<file path="src/rtl/lmc_pkg.sv">
// Shared lane-management constants and the deskew controller state encoding.
package lmc_pkg;

  localparam int LANES   = 16;
  localparam int DELAY_W = 4;

  typedef enum logic [2:0] {
    ST_IDLE    = 3'd0,
    ST_SEARCH  = 3'd1,
    ST_MEASURE = 3'd2,
    ST_COMPUTE = 3'd3,
    ST_LOCKED  = 3'd4,
    ST_ERROR   = 3'd5
  } deskew_state_e;

endpackage

</file>
<file path="src/rtl/deskew_ctrl_if.sv">
// Link-side signal bundle of the deskew controller: lane markers in, per-lane delays out.
interface deskew_ctrl_if #(
    parameter int LANES = lmc_pkg::LANES
);
    logic [2:0]                         GEN;
    logic [4:0]                         LANESNUMBER;
    logic                               startDeskew;
    logic [LANES-1:0]                   laneValid;
    logic [LANES-1:0]                   laneMarker;
    logic [lmc_pkg::DELAY_W*LANES-1:0]  laneDelay;
    logic                               deskewLocked;
    logic                               deskewError;
    logic [2:0]                         deskewState;

    modport master (
        output GEN, LANESNUMBER, startDeskew, laneValid, laneMarker,
        input  laneDelay, deskewLocked, deskewError, deskewState
    );

    modport slave (
        input  GEN, LANESNUMBER, startDeskew, laneValid, laneMarker,
        output laneDelay, deskewLocked, deskewError, deskewState
    );
endinterface

</file>
<file path="src/rtl/deskew_lane_tracker.sv">
// Holds the first marker arrival time of one lane for the current measurement.
module deskew_lane_tracker
    import lmc_pkg::*;
(
    input  logic               clk,
    input  logic               reset,
    input  logic               clear,
    input  logic               capture,
    input  logic [DELAY_W-1:0] stamp,
    output logic               recorded,
    output logic [DELAY_W-1:0] arrival
);

    // NOTE: sequential state uses non-blocking assignments so every flop samples pre-edge values.
    always_ff @(posedge clk) begin
        if (reset || clear) begin
            recorded <= 1'b0;
            arrival  <= '0;
        end else if (capture && !recorded) begin
            recorded <= 1'b1;
            arrival  <= stamp;
        end
    end

endmodule

</file>
<file path="src/rtl/deskew_ctrl.sv">
// Measures inter-lane marker skew after a start request and publishes per-lane delays.
module deskew_ctrl #(
    parameter int MAX_SKEW = 15,
    parameter int LANES    = lmc_pkg::LANES
) (
    input  logic         clk,
    input  logic         reset,
    deskew_ctrl_if.slave bus
);
    import lmc_pkg::*;

    localparam logic [4:0] MAX_CNT = 5'(MAX_SKEW);

    deskew_state_e state, state_nx;

    logic [2:0]               gen_q;
    logic [4:0]               lanes_q;
    logic [4:0]               skew_cnt, cnt_value;
    logic [LANES-1:0]         active, counted, recorded, capture;
    logic [DELAY_W-1:0]       arrival [LANES];
    logic [DELAY_W-1:0]       stamp, max_arrival;
    logic [DELAY_W*LANES-1:0] delay_q, delay_nx;
    logic                     cfg_ok, cfg_changed, all_seen, overrun, capture_ok, clear_arr;

    assign cfg_ok      = (bus.LANESNUMBER != 5'd0) && (bus.LANESNUMBER <= 5'(LANES));
    assign cfg_changed = (bus.GEN != gen_q) || (bus.LANESNUMBER != lanes_q);
    assign counted     = bus.laneMarker & bus.laneValid & active;
    assign cnt_value   = skew_cnt + 5'd1;
    assign overrun     = (state == ST_MEASURE) && (cnt_value > MAX_CNT);
    assign all_seen    = ((recorded | counted) & active) == active;
    assign stamp       = (state == ST_MEASURE) ? cnt_value[DELAY_W-1:0] : '0;
    // A lane past the skew budget must not be stamped; the measurement fails instead.
    assign capture_ok  = (state == ST_SEARCH) || ((state == ST_MEASURE) && !overrun);
    assign capture     = counted & {LANES{capture_ok}};
    assign clear_arr   = (state_nx == ST_SEARCH) && (state != ST_SEARCH);

    for (genvar g = 0; g < LANES; g++) begin : g_lane
        assign active[g] = 5'(g) < bus.LANESNUMBER;

        deskew_lane_tracker u_tracker (
            .clk      (clk),
            .reset    (reset),
            .clear    (clear_arr),
            .capture  (capture[g]),
            .stamp    (stamp),
            .recorded (recorded[g]),
            .arrival  (arrival[g])
        );
    end

    // NOTE: every output of this block is assigned a default first, so no latch can be inferred.
    always_comb begin
        state_nx = state;
        unique case (state)
            ST_IDLE:    if (bus.startDeskew) state_nx = cfg_ok ? ST_SEARCH : ST_ERROR;
            ST_SEARCH: begin
                if (cfg_changed)   state_nx = ST_IDLE;
                else if (|counted) state_nx = all_seen ? ST_COMPUTE : ST_MEASURE;
            end
            ST_MEASURE: begin
                if (cfg_changed)   state_nx = ST_IDLE;
                else if (overrun)  state_nx = ST_ERROR;
                else if (all_seen) state_nx = ST_COMPUTE;
            end
            ST_COMPUTE: state_nx = ST_LOCKED;
            ST_LOCKED: begin
                if (bus.startDeskew) state_nx = cfg_ok ? ST_SEARCH : ST_ERROR;
                else if (cfg_changed) state_nx = ST_IDLE;
            end
            ST_ERROR:   if (bus.startDeskew) state_nx = cfg_ok ? ST_SEARCH : ST_ERROR;
            default:    state_nx = ST_IDLE;
        endcase
    end

    // NOTE: blocking assignments here let max_arrival accumulate across loop iterations.
    always_comb begin
        max_arrival = '0;
        for (int i = 0; i < LANES; i++)
            if (active[i] && (arrival[i] > max_arrival)) max_arrival = arrival[i];

        delay_nx = delay_q;
        if (state == ST_COMPUTE) begin
            for (int i = 0; i < LANES; i++)
                delay_nx[DELAY_W*i +: DELAY_W] = active[i] ? (max_arrival - arrival[i]) : '0;
        end else if ((state == ST_LOCKED) && (state_nx == ST_IDLE)) begin
            delay_nx = '0;
        end
    end

    always_ff @(posedge clk) begin
        if (reset) begin
            state    <= ST_IDLE;
            skew_cnt <= '0;
            delay_q  <= '0;
            gen_q    <= '0;
            lanes_q  <= '0;
        end else begin
            state    <= state_nx;
            skew_cnt <= (state == ST_MEASURE) ? cnt_value : 5'd0;
            delay_q  <= delay_nx;
            if (clear_arr) begin
                gen_q   <= bus.GEN;
                lanes_q <= bus.LANESNUMBER;
            end
        end
    end

    assign bus.laneDelay    = delay_q;
    assign bus.deskewLocked = (state == ST_LOCKED);
    assign bus.deskewError  = (state == ST_ERROR);
    assign bus.deskewState  = state;

endmodule

</file>
<file path="src/flat_wrapper.sv">
// flat-port wrapper written by rule: the top's interface ports become plain ports
module deskew_ctrl_flat import lmc_pkg::*;
#(
    parameter int MAX_SKEW = 15,
    parameter int LANES    = lmc_pkg::LANES
)
  (clk, reset, bus_GEN, bus_LANESNUMBER, bus_startDeskew, bus_laneValid, bus_laneMarker, bus_laneDelay, bus_deskewLocked, bus_deskewError, bus_deskewState);
  deskew_ctrl_if #(.LANES(LANES)) bus_i ();
  input  logic clk;
  input  logic reset;
  input wire logic [$bits(bus_i.GEN)-1:0] bus_GEN;
  input wire logic [$bits(bus_i.LANESNUMBER)-1:0] bus_LANESNUMBER;
  input wire logic [$bits(bus_i.startDeskew)-1:0] bus_startDeskew;
  input wire logic [$bits(bus_i.laneValid)-1:0] bus_laneValid;
  input wire logic [$bits(bus_i.laneMarker)-1:0] bus_laneMarker;
  output wire logic [$bits(bus_i.laneDelay)-1:0] bus_laneDelay;
  output wire logic [$bits(bus_i.deskewLocked)-1:0] bus_deskewLocked;
  output wire logic [$bits(bus_i.deskewError)-1:0] bus_deskewError;
  output wire logic [$bits(bus_i.deskewState)-1:0] bus_deskewState;
  assign bus_i.GEN = bus_GEN;
  assign bus_i.LANESNUMBER = bus_LANESNUMBER;
  assign bus_i.startDeskew = bus_startDeskew;
  assign bus_i.laneValid = bus_laneValid;
  assign bus_i.laneMarker = bus_laneMarker;
  assign bus_laneDelay = bus_i.laneDelay;
  assign bus_deskewLocked = bus_i.deskewLocked;
  assign bus_deskewError = bus_i.deskewError;
  assign bus_deskewState = bus_i.deskewState;
  deskew_ctrl #(.MAX_SKEW(MAX_SKEW), .LANES(LANES)) u_core (.clk(clk), .reset(reset), .bus(bus_i));
endmodule
</file>
<file path="config.mk">
export PLATFORM = sky130hd
export DESIGN_NAME = deskew_ctrl_flat
export DESIGN_NICKNAME = d
export VERILOG_FILES = /design/src/rtl/lmc_pkg.sv /design/src/rtl/deskew_ctrl_if.sv /design/src/rtl/deskew_lane_tracker.sv /design/src/rtl/deskew_ctrl.sv /design/src/flat_wrapper.sv
export SDC_FILE = /design/constraint.sdc
export NUM_CORES = 1
export LEC_CHECK = 0
export ABC_AREA = 1
export CORE_ASPECT_RATIO = 1.75
export CORE_MARGIN = 5
export CORE_UTILIZATION = 25
export DETAILED_ROUTE_END_ITERATION = 10
export MAX_ROUTING_LAYER = met4
export SETUP_SLACK_MARGIN = 0.5
export SLEW_MARGIN = 20
export SYNTH_ARGS = -nofsm -noshare
export SYNTH_HDL_FRONTEND = slang
export SYNTH_HIERARCHICAL = 1
export SYNTH_SLANG_ARGS = --single-unit
export TNS_END_PERCENT = 50
</file>
<file path="constraint.sdc">
create_clock -name clk -period 22.7 [get_ports clk]
set_input_delay 4.54 -clock clk [delete_from_list [all_inputs] [get_ports clk]]
set_output_delay 4.54 -clock clk [all_outputs]
set_load 0.005 [all_outputs]
</file>
* After elaboration in Yosys (flattened, before gate mapping)
Cells that the tools add are included.
** Cells by class
- $add $sub $neg :: 17
- Magnitude comparators :: 34
- Eq/ne operators :: 10
- Multiplexer cells :: 46
- Bitwise gates (word level) :: 6
- Reductions and logical operators :: 64
** Operator list (number)
- 4-bit 2-to-1 mux :: 33
- 64-bit 2-to-1 mux :: 2
- 16-bit AND :: 4
- 4-bit subtractor :: 16
- 4-bit greater-than comparator :: 15
- 4-bit by 5-bit < comparator with 1-bit output (first input constant) :: 8
- 1-bit logical AND :: 37
- 3-bit 2-to-1 mux :: 9
- 3-bit by 5-bit < comparator with 1-bit output (first input constant) :: 4
- 1-bit zero test :: 17
- 16-bit equality test :: 1
- 16-bit bitwise OR :: 1
- 16-bit OR reduction :: 1
- 3-bit case mux with 5 select lines :: 1
- 1-bit by 5-bit < comparator with 1-bit output (first input constant) :: 2
- 2-bit by 5-bit < comparator with 1-bit output (first input constant) :: 2
- 3-bit by 1-bit equality test with 1-bit output (second input constant) :: 2
- 3-bit by 2-bit equality test with 1-bit output (second input constant) :: 2
- 3-bit equality test (second input constant) :: 2
- 3-bit zero test :: 2
- 5-bit by 1-bit adder with 5-bit output (second input constant) :: 1
- 5-bit by 4-bit greater-than comparator with 1-bit output (second input constant) :: 1
- 5-bit less-or-equal comparator (second input constant) :: 1
- 5-bit != test :: 1
- 9 further kinds :: 12
** Word-level totals
- Bits in registers :: 160
- Output and inout port bits :: 69
- Logic and storage cells :: 214

* Longest topological paths before layout
Gate-level depths: netlist (run 1).
- Depth after elaboration :: 51
- Depth in mapped cells :: 135
- Mapped depth without buffers :: 134

* Hierarchy
Netlist (run 1), hierarchy kept.
** By module, submodules not included
- deskew_ctrl :: times used 1, cells each 1286, area an instance 8446.9 um^2, sequential area each 1601.5 um^2
- deskew_lane_tracker :: times used 16, cells each 30, area an instance 205.2 um^2, sequential area each 100.1 um^2

* Least setup slack after synthesis (run 1)
OpenSTA, ideal clock, no wires.
- Path type :: input to register
- Start point :: input bus_LANESNUMBER[4]
- End point :: register u_core.delay_q[59] (netlist: u_core/bus.laneDelay[59])
- Setup time :: 0.071 ns
- Arrival time :: 20.977 ns
- Setup slack :: 1.652 ns
- Stages on the path :: 122
- Path buffers :: 1
- Cells stage by stage :: buf_6 nor2_4 nand3_4 and3_1 ha_1 nand2_1 inv_1 nand2_1 nand2_2 inv_4 nand2_4 o21ai_0 ha_1 nand3_1 nor2_4 nor2_4 nand2_4 o21ai_0 [... 86 more ...] o211ai_1 nand2_1 nand2_1 inv_1 nand2_1 nand2_1 ha_1 a41oi_1 nand2_1 o21ai_1 inv_2 ha_1 nand2_1 o21ai_0 xor2_1 nand3b_1 nand3_1 a21oi_1
** Between the ends
- Word-level cells in the longest chain between the ends :: 51
- Elaborated cells between the ends (all ways) :: 90
- Those cells by class :: 1 x add/sub; 32 x order compare; 2 x eq/ne; 29 x mux; 3 x bitwise; 23 x reduce/logical
** RTL lines
- start: declaration :: line flat_wrapper.sv:12 : input wire logic [$bits(bus_i.LANESNUMBER)-1:0] bus_LANESNUMBER;
- 1-bit by 5-bit < comparator with 1-bit output :: line deskew_ctrl.sv:38 : assign active[g] = 5'(g) < bus.LANESNUMBER;
- 1-bit logical AND :: line deskew_ctrl.sv:79 : if (active[i] && (arrival[i] > max_arrival)) max_arrival = arrival[i];
- 4-bit 2-to-1 mux :: line deskew_ctrl.sv:79
- 4-bit greater-than comparator :: line deskew_ctrl.sv:79
- 1-bit logical AND :: line deskew_ctrl.sv:79
- 4-bit 2-to-1 mux :: line deskew_ctrl.sv:79
- 4-bit greater-than comparator :: line deskew_ctrl.sv:79
- 1-bit logical AND :: line deskew_ctrl.sv:79
- [... 35 more ...]
- 1-bit logical AND :: line deskew_ctrl.sv:79
- 4-bit 2-to-1 mux :: line deskew_ctrl.sv:79
- 4-bit greater-than comparator :: line deskew_ctrl.sv:79
- 1-bit logical AND :: line deskew_ctrl.sv:79
- 4-bit 2-to-1 mux :: line deskew_ctrl.sv:79
- 4-bit subtractor :: line deskew_ctrl.sv:84 : delay_nx[DELAY_W*i +: DELAY_W] = active[i] ? (max_arrival - arrival[i]) : '0;
- 4-bit 2-to-1 mux :: line deskew_ctrl.sv:84
- 64-bit 2-to-1 mux :: line deskew_ctrl.sv:82 : if (state == ST_COMPUTE) begin
- end signal: assignment :: line deskew_ctrl.sv:100 : delay_q <= delay_nx;
- end: declaration :: line deskew_ctrl.sv:22 : logic [DELAY_W*LANES-1:0] delay_q, delay_nx;
Several ways; a longest one is shown, not always the timed one.
A chain may end at the register's enable or synchronous reset.

* Worst setup path in the final report (run 1)
- Start point :: input bus_LANESNUMBER[4]
- End point :: register u_core.delay_q[39] (netlist: u_core/bus.laneDelay[39])
The elaborated chain is that of the path after synthesis.

==> results of run 1 <==
## routing by layer
metal / track usage [%] / part of all wire [%] / wire length (um)
met1: 16.75 / 38 / 16030
met5: - / 0 / 0
met4: 9.608 / 6.0 / 2534
met2: 30.24 / 52 / 21910
met3: 2.301 / 3.7 / 1559
## synthesized netlist by cell type, types with 6 or more instances
library cell	count	area, um2
o21a_1	18	135.1
or2_2	18	112.6
nor3_1	6	30.03
nand2_1	362	1359
o21ai_0	60	300.3
nor2_1	251	942.2
inv_1	226	848.3
a211oi_1	7	52.55
inv_2	30	112.6
nand3b_1	16	120.1
ha_1	86	1076
clkbuf_1	8	30.03
nand3_1	224	1121
xor2_1	14	122.6
a21oi_1	102	510.5
nand2_2	17	106.4
fa_1	16	320.3
nand4_1	8	50.05
xnor2_1	28	245.2
nand2_4	18	202.7
o21bai_1	12	90.09
nor2_2	25	156.4
dfxtp_1	160	3203
nor2_4	11	123.9
## worst register-to-register path, delay by kind of cell (launching register included)
family / cells / cell delay (ns)
compound gates: 27 / 3.96
xor+xnor: 1 / 0.11
fa+ha+maj: 16 / 4.98
buf+inv: 23 / 1.60
flops: 1 / 0.47
simple gates: 59 / 5.63
## cell families (layout without fill, tap and decap cells)
kind of cell / after synthesis / after routing / share of synthesized area, %
xor+xnor: 42 / 42 / 3.136
buf+inv: 280 / 449 / 9.611
fa+ha+maj: 102 / 102 / 11.90
simple gates: 967 / 967 / 37.80
flops: 160 / 160 / 27.31
compound gates: 215 / 215 / 10.24
## repair_timing
| item | in CTS | in global routing |
|---|---|---|
| gates cloned | 0 | 0 |
| pin swaps | 0 | 5 |
| setup buffers | 0 | 4 |
| setup endpoints to repair | 18 | 64 |
| gates resized for setup | 1 | 55 |
## sequential cells by signal (all words and copies together) (netlist names)
signal / cells
u_core/skew_cnt: 5
u_core/bus.laneDelay: 64
u_core/lanes_q: 5
u_core/g_lane.u_tracker/arrival: 64
u_core/bus.deskewState: 3
u_core/g_lane.u_tracker/recorded: 16
u_core/gen_q: 3
## layout make-up
| type | count | area share [%] |
|---|---|---|
| clock buffer | 23 | 3.239 |
| sequential | 160 | 22.17 |
| timing repair buffer | 159 | 10.39 |
| clock inverter | 9 | 0.4244 |
| multi-input combinational | 1326 | 51.96 |
| inverter | 258 | 6.720 |
| tap | 588 | 5.092 |
## per-stage QoR
step           setup TNS (ns)  setup WS [ns]
6_report                    0          1.850
2_1_floorplan               0          1.652
4_1_cts                     0         0.5028
3_5_place_dp         -0.06363       -0.04127
3_3_place_gp                0         0.3039
5_1_grt                     0         0.4814
## worst paths after layout
check / start / endpoint / slack (ns)
hold reg to reg: u_core/bus.laneDelay[46] / u_core/bus.laneDelay[46] / 0.46
hold / removal: u_core/bus.laneDelay[46] / u_core/bus.laneDelay[46] / 0.46
setup reg to reg: u_core/g_lane[0].u_tracker/arrival[1] / u_core/bus.laneDelay[39] / 5.80
setup / recovery: bus_LANESNUMBER[4] / u_core/bus.laneDelay[39] / 1.85
==> impl_metrics.tcl, run 1 <==
set metrics [dict create \
    grt_pass1_wl_um 64520 \
    seq_area_frac_synth_pct 27.31 \
    fin_cells 2523 \
    n_antenna_cell 0 \
    synth-edff-count 0 \
    synth_nets 1911 \
    clock_path_buffers 2 \
    nFillCells 4972 \
    min_path_cells 2 \
    cts-hold-fix-buffers 0 \
    drt_iter0_drc 693 \
    crit_type "input pin to flop" \
    ios 112 \
    gp_congestion 0.9130 \
    worstSkewPairLatency_ns 0.45 \
    drive_gt1_share_pct 11.73 \
    seqCellArea_um2 3203 \
    cts-root-buf "clkbuf_16" \
    ys.flop_type "dfxtp_1" \
    die_h_um 296.5 \
    firstDrtPassIters 5 \
    ys_types 43 \
    setup_viol 0 \
    core_um2 46640 \
    dpl.hpwl_um 32840 \
    syn_avg_cell_area_um2 6.642 \
    final_cell_mix "359 x nand2_1, 247 x nor2_1, 225 x inv_1" \
    multiInputGateArea_um2 7507 \
    path_clk_slew_ns 0.06 \
    post_drt_wl_per_cell_um 16.66 \
    crit_cells 127 \
    cp.buffers_inverters 24 \
    cp-end-kind "flop" \
    slowest_stage "o21ai_0" \
    grt_overflow 0 \
    syn_area_um2 11730 \
    vias 11970 \
    dieArea_um2 51520 \
    synthCells 1766 \
    maxCapViolations 0 \
    grt_max_degree 53 \
    rows 105 \
    area_growth_pct 23.17 \
    status "completed" \
    worst_clock_skew_ns 0.01423 \
    antenna_found_initial 0 \
    final_common_cell "nand2_1" \
    avgViaCountPerCell 4.744 \
    crit_fanout 11 \
    hp-class "flop to flop" \
    holdWs_ns 0.4625 \
    cpMostUsedCell "nand2_1" \
    ant_nets 0 \
    cts_tree "done" \
    dpl_cell_area_um2 13780 \
    finalHoldViolCount 0 \
    async_reset_ff_share_pct 0 \
    nets 2067 \
    grt_pass1_vias 11870 \
    htree_num_levels 4 \
    reg2regPathDepth 126 \
    start_kind "input pin" \
    initial_utilization_pct 25.15 \
    fin_crit_sh_pct 91.85 \
    worst_pin_slew_ns 1.016 \
    io_buffers 111 \
    track_usage_pct 16.50 \
    slowest_delay_ns 0.35 \
    cp.arrival_ns 21.13 \
    required_ns 22.98 \
    fmax_mhz 47.96 \
    clock-sinks 160 \
    die_x_um 173.7 \
    postLayoutCellArea_um2 14450 \
    drt-total-wl_um 42030 \
    dp_cells 2487 \
    crit_family "simple AND/OR/NAND/NOR gates" \
    yosys_warnings 6 \
    slew_violations 0 \
    drc 0 \
    ys_ff_latch 160 \
    rsz0062_at_grt "no" \
    final_util_pct 30.98 \
    layout_min_cycle_time_ns 20.85 \
    cts_buffers 17 \
    slew_headroom_pct 32.25 \
]
Power of run 1 is not shown: default switching activity piles up to over one toggle a cycle in this logic, so the estimate is an artifact.
==> run 2: changes to the inputs <==
--- a/config.mk
+++ b/config.mk
@@ -11,6 +11,7 @@
 export CORE_UTILIZATION = 25
 export DETAILED_ROUTE_END_ITERATION = 10
 export MAX_ROUTING_LAYER = met4
+export PLACE_DENSITY = 0.46
 export SETUP_SLACK_MARGIN = 0.5
 export SLEW_MARGIN = 20
 export SYNTH_ARGS = -nofsm -noshare
==> impl_metrics.tcl, run 2 (same netlist as run 1, synthesis figures left out) <==
set metrics [dict create \
    die_x_um 173.7 \
    finalHoldViolCount 0 \
    maxCapViolations 0 \
    clock_path_buffers 2 \
    avgViaCountPerCell 4.683 \
    path_clk_slew_ns 0.07 \
    dpl.hpwl_um 33450 \
    crit_type "input pin to flop" \
    layout_min_cycle_time_ns 20.93 \
    grt_max_degree 85 \
    cts-root-buf "clkbuf_16" \
    cp.arrival_ns 21.22 \
    vias 11730 \
    final_cell_mix "360 x nand2_1, 245 x nor2_1, 225 x inv_1" \
    io_buffers 111 \
    htree_num_levels 4 \
    ios 112 \
    worstSkewPairLatency_ns 0.45 \
    rsz0062_at_grt "no" \
    initial_utilization_pct 25.15 \
    grt_pass1_wl_um 65690 \
    post_drt_wl_per_cell_um 17.21 \
    setup_viol 0 \
    worst_clock_skew_ns 0.01418 \
    worst_pin_slew_ns 1.058 \
    cts_buffers 17 \
    crit_fanout 9 \
    final_common_cell "nand2_1" \
    drt_iter0_drc 596 \
    slew_headroom_pct 29.46 \
    required_ns 22.99 \
    core_um2 46640 \
    fin_crit_sh_pct 92.21 \
    grt_pass1_vias 11800 \
    track_usage_pct 17.02 \
    ant_nets 0 \
    start_kind "input pin" \
    n_antenna_cell 0 \
    slowest_delay_ns 0.46 \
    nets 2049 \
    dieArea_um2 51520 \
    drive_gt1_share_pct 11.22 \
    fmax_mhz 47.77 \
    cp-end-kind "flop" \
    slew_violations 0 \
    slowest_stage "clkdlybuf4s50_1" \
    die_h_um 296.5 \
    gp_congestion 0.8724 \
    clock-sinks 160 \
    area_growth_pct 22.94 \
    final_util_pct 30.92 \
    firstDrtPassIters 5 \
    rows 105 \
    antenna_found_initial 0 \
    drc 0 \
    drt-total-wl_um 43080 \
    cts_tree "done" \
    cpMostUsedCell "nand2_4" \
    status "completed" \
    hp-class "flop to flop" \
    grt_overflow 0 \
]
## run 2: changes by cell type in the layout (fill, tap and decap cells not counted), sizes merged
cell / before / now
clkinvlp: 2 / 1
clkbuf: 24 / 20
clkdlybuf4s18: 1 / 0
clkinv: 8 / 3
inv: 257 / 262
clkdlybuf4s50: 105 / 107
dlymetal6s2s: 4 / 3
buf: 48 / 30
nand2: 397 / 398
bufinv: 0 / 3
## run 2: metrics by stage
step	std cells	setup TNS [ns]	hold WS (ns)	area (um2)	setup slack (ns)
detailed placement	2470	-1.746	0.4524	13660	-0.2253
global route	2504	0	0.4853	14420	0.5411
CTS	2501	0	0.4653	14260	0.5429
finish	2504	0	0.4608	14420	1.768
global placement	2470	0	0.4529	13660	0.2172
floorplan	1766	0	0.4412	11730	1.652
## run 2: routing by layer
metal	track usage (%)	vias to the layer above	part of all wire (%)
met5	-	-	0
met4	8.061	0	4.2
met3	2.136	88	2.6
met2	32.10	233	54
met1	17.46	5446	39
li1	-	5958	-
## run 2: final cells by class
type                       count  area [um2]
clock buffer                  20       446.7
clock inverter                11       151.4
fill                        5112       32220
inverter                     258       973.4
multi-input combinational   1327        7541
sequential                   160        3203
tap                          588       735.7
timing repair buffer         140        1370
## run 2: worst paths after layout
kind	start	to	slack (ns)	cells past startpoint
min	u_core/bus.laneDelay[25]	u_core/bus.laneDelay[25]	0.46	2
max reg2reg	u_core/g_lane[0].u_tracker/arrival[1]	u_core/bus.laneDelay[31]	5.88	117
min reg2reg	u_core/bus.laneDelay[25]	u_core/bus.laneDelay[25]	0.46	2
max	bus_LANESNUMBER[0]	u_core/bus.laneDelay[31]	1.77	119
## run 2: critical path: cells and delay by family
kind | cells | cell delay, ns
AOI/OAI and AO/OA | 23 | 3.92
xor gates and xnor gates | 1 | 0.17
adders and majority gates | 16 | 4.71
buffers and inverters | 16 | 1.51
and+or+nand+nor | 63 | 6.30
## run 2: timing repair
item	4_1_cts	5_1_grt
gates resized for setup	4	59
endpoints found under the setup margin	28	64
pin swaps	0	17
cloned	0	1
setup buffers	0	2
hold buffers	0	0
Power of run 2 is left out for the same reason.
==> run 3: changes to the inputs <==
--- a/config.mk
+++ b/config.mk
@@ -7,7 +7,7 @@
 export LEC_CHECK = 0
 export ABC_AREA = 1
 export CORE_ASPECT_RATIO = 1.75
-export CORE_MARGIN = 5
+export CORE_MARGIN = 1
 export CORE_UTILIZATION = 25
 export DETAILED_ROUTE_END_ITERATION = 10
 export MAX_ROUTING_LAYER = met4
==> impl_metrics.tcl, run 3 (same netlist as run 1, synthesis figures left out) <==
set metrics [dict create \
    maxCapViolations 0 \
    slew_headroom_pct 17.39 \
    violations "DRC" \
    layout_min_cycle_time_ns 20.83 \
    drt-total-wl_um 42900 \
    worst_clock_skew_ns 0.01613 \
    grt_pass1_wl_um 65210 \
    vias 11720 \
    cts-hold-fix-buffers 0 \
    path_clk_slew_ns 0.07 \
    nets 2056 \
    io_buffers 111 \
    clock-sinks 160 \
    cts-root-buf "clkbuf_16" \
    crit_fanout 10 \
    crit_type "input pin to flop" \
    htree_num_levels 4 \
    finalHoldViolCount 0 \
    crit_family "simple AND/OR/NAND/NOR gates" \
    dpl_cell_area_um2 13710 \
    die_h_um 288.5 \
    cp.arrival_ns 21.13 \
    cts_tree "done" \
    rrSetupSlack_ns 5.70 \
    initial_utilization_pct 25.39 \
    cts_buffers 17 \
    ios 112 \
    required_ns 23.00 \
    postLayoutCellArea_um2 14420 \
    start_kind "input pin" \
    post_drt_wl_per_cell_um 17.12 \
    track_usage_pct 18.63 \
    fin_crit_sh_pct 91.77 \
    min_path_cells 2 \
    final_common_cell "nand2_1" \
    worstSkewPairLatency_ns 0.46 \
    grt_pass1_vias 11530 \
    slew_violations 0 \
    drc 6 \
    tns_ns 0 \
    avgViaCountPerCell 4.677 \
    hold_path.startpoint "u_core/bus.laneDelay[47]" \
    r2r-start "u_core/g_lane[0].u_tracker/arrival[1]" \
    rsz0062_at_grt "no" \
    worst_pin_slew_ns 1.238 \
    firstDrtPassIters 8 \
    dieArea_um2 47820 \
    clock_path_buffers 2 \
    ant_nets 0 \
    die_x_um 165.7 \
    reg2reg_to "u_core/bus.laneDelay[47]" \
    core_um2 46190 \
    status "finished, violations left" \
    reg2regPathDepth 127 \
    cp-end-kind "flop" \
    fmax_mhz 48.00 \
    rows 104 \
    grt_max_degree 85 \
    final_cell_mix "358 x nand2_1, 246 x nor2_1, 225 x inv_1" \
    hp-class "flop to flop" \
    area_growth_pct 22.95 \
    slowest_delay_ns 0.34 \
    gp_congestion 0.9212 \
    grt_overflow 0 \
    min_to "u_core/bus.laneDelay[47]" \
    dpl.hpwl_um 33410 \
    cp.buffers_inverters 29 \
    setup_viol 0 \
    slowest_stage "ha_1" \
    drt_iter0_drc 622 \
    drive_gt1_share_pct 11.49 \
    n_antenna_cell 0 \
    antenna_found_initial 0 \
]
==> run 3: worst max path at each step <==
stage                                   from                       end  slack [ns]  cells past startpoint
after floorplan           bus_LANESNUMBER[4]  u_core/bus.laneDelay[59]        1.65                    122
after global placement    bus_LANESNUMBER[0]  u_core/bus.laneDelay[47]        0.27                    117
after detailed placement  bus_LANESNUMBER[0]  u_core/bus.laneDelay[31]       -0.02                    120
after CTS                 bus_LANESNUMBER[0]  u_core/bus.laneDelay[31]        0.56                    122
after global routing      bus_LANESNUMBER[4]  u_core/bus.laneDelay[47]        0.47                    132
final                     bus_LANESNUMBER[4]  u_core/bus.laneDelay[47]        1.87                    132
==> run 3: worst min-delay path: cells and delay by family, from the launching register on <==
| family | cells | cell delay (ns) |
|---|---|---|
| flops | 1 | 0.31 |
| simple gates | 1 | 0.06 |
| compound gates | 1 | 0.05 |
==> run 3: what timing repair did <==
item,in CTS,in global routing
setup buffers,0,5
endpoints found under the setup margin,12,64
endpoints found under the hold margin,0,0
pin swaps,0,14
gates resized for setup,3,43
==> run 3: cell type report <==
| class | instances | area (um2) |
|---|---|---|
| Fill cell | 5055 | 31770 |
| Multi-Input combinational cell | 1326 | 7518 |
| Sequential cell | 160 | 3203 |
| Timing Repair Buffer | 148 | 1409 |
| Inverter | 258 | 970.9 |
| Tap cell | 583 | 729.5 |
| Clock buffer | 18 | 439.2 |
| Clock inverter | 13 | 152.6 |
==> run 3: layer usage <==
layer	GRT usage (%)	routed length (um)	up-vias
met4	8.318	1515	0
met1	18.46	16640	5439
met5	-	0	-
met2	36.53	23730	243
li1	-	-	5976
met3	1.809	1017	63
==> run 3: through the flow <==
stage                     instances  setup slack, ns  util [%]  hold slack, ns
after global routing           2506           0.4723     31.22          0.4835
final                          2506            1.867     31.22          0.4638
after global placement         2470           0.2709     29.67          0.4546
after CTS                      2501           0.5621     30.95          0.4675
after floorplan                1766            1.652         -          0.4412
after detailed placement       2470         -0.02290     29.67          0.4526
Power of run 3 is left out for the same reason.
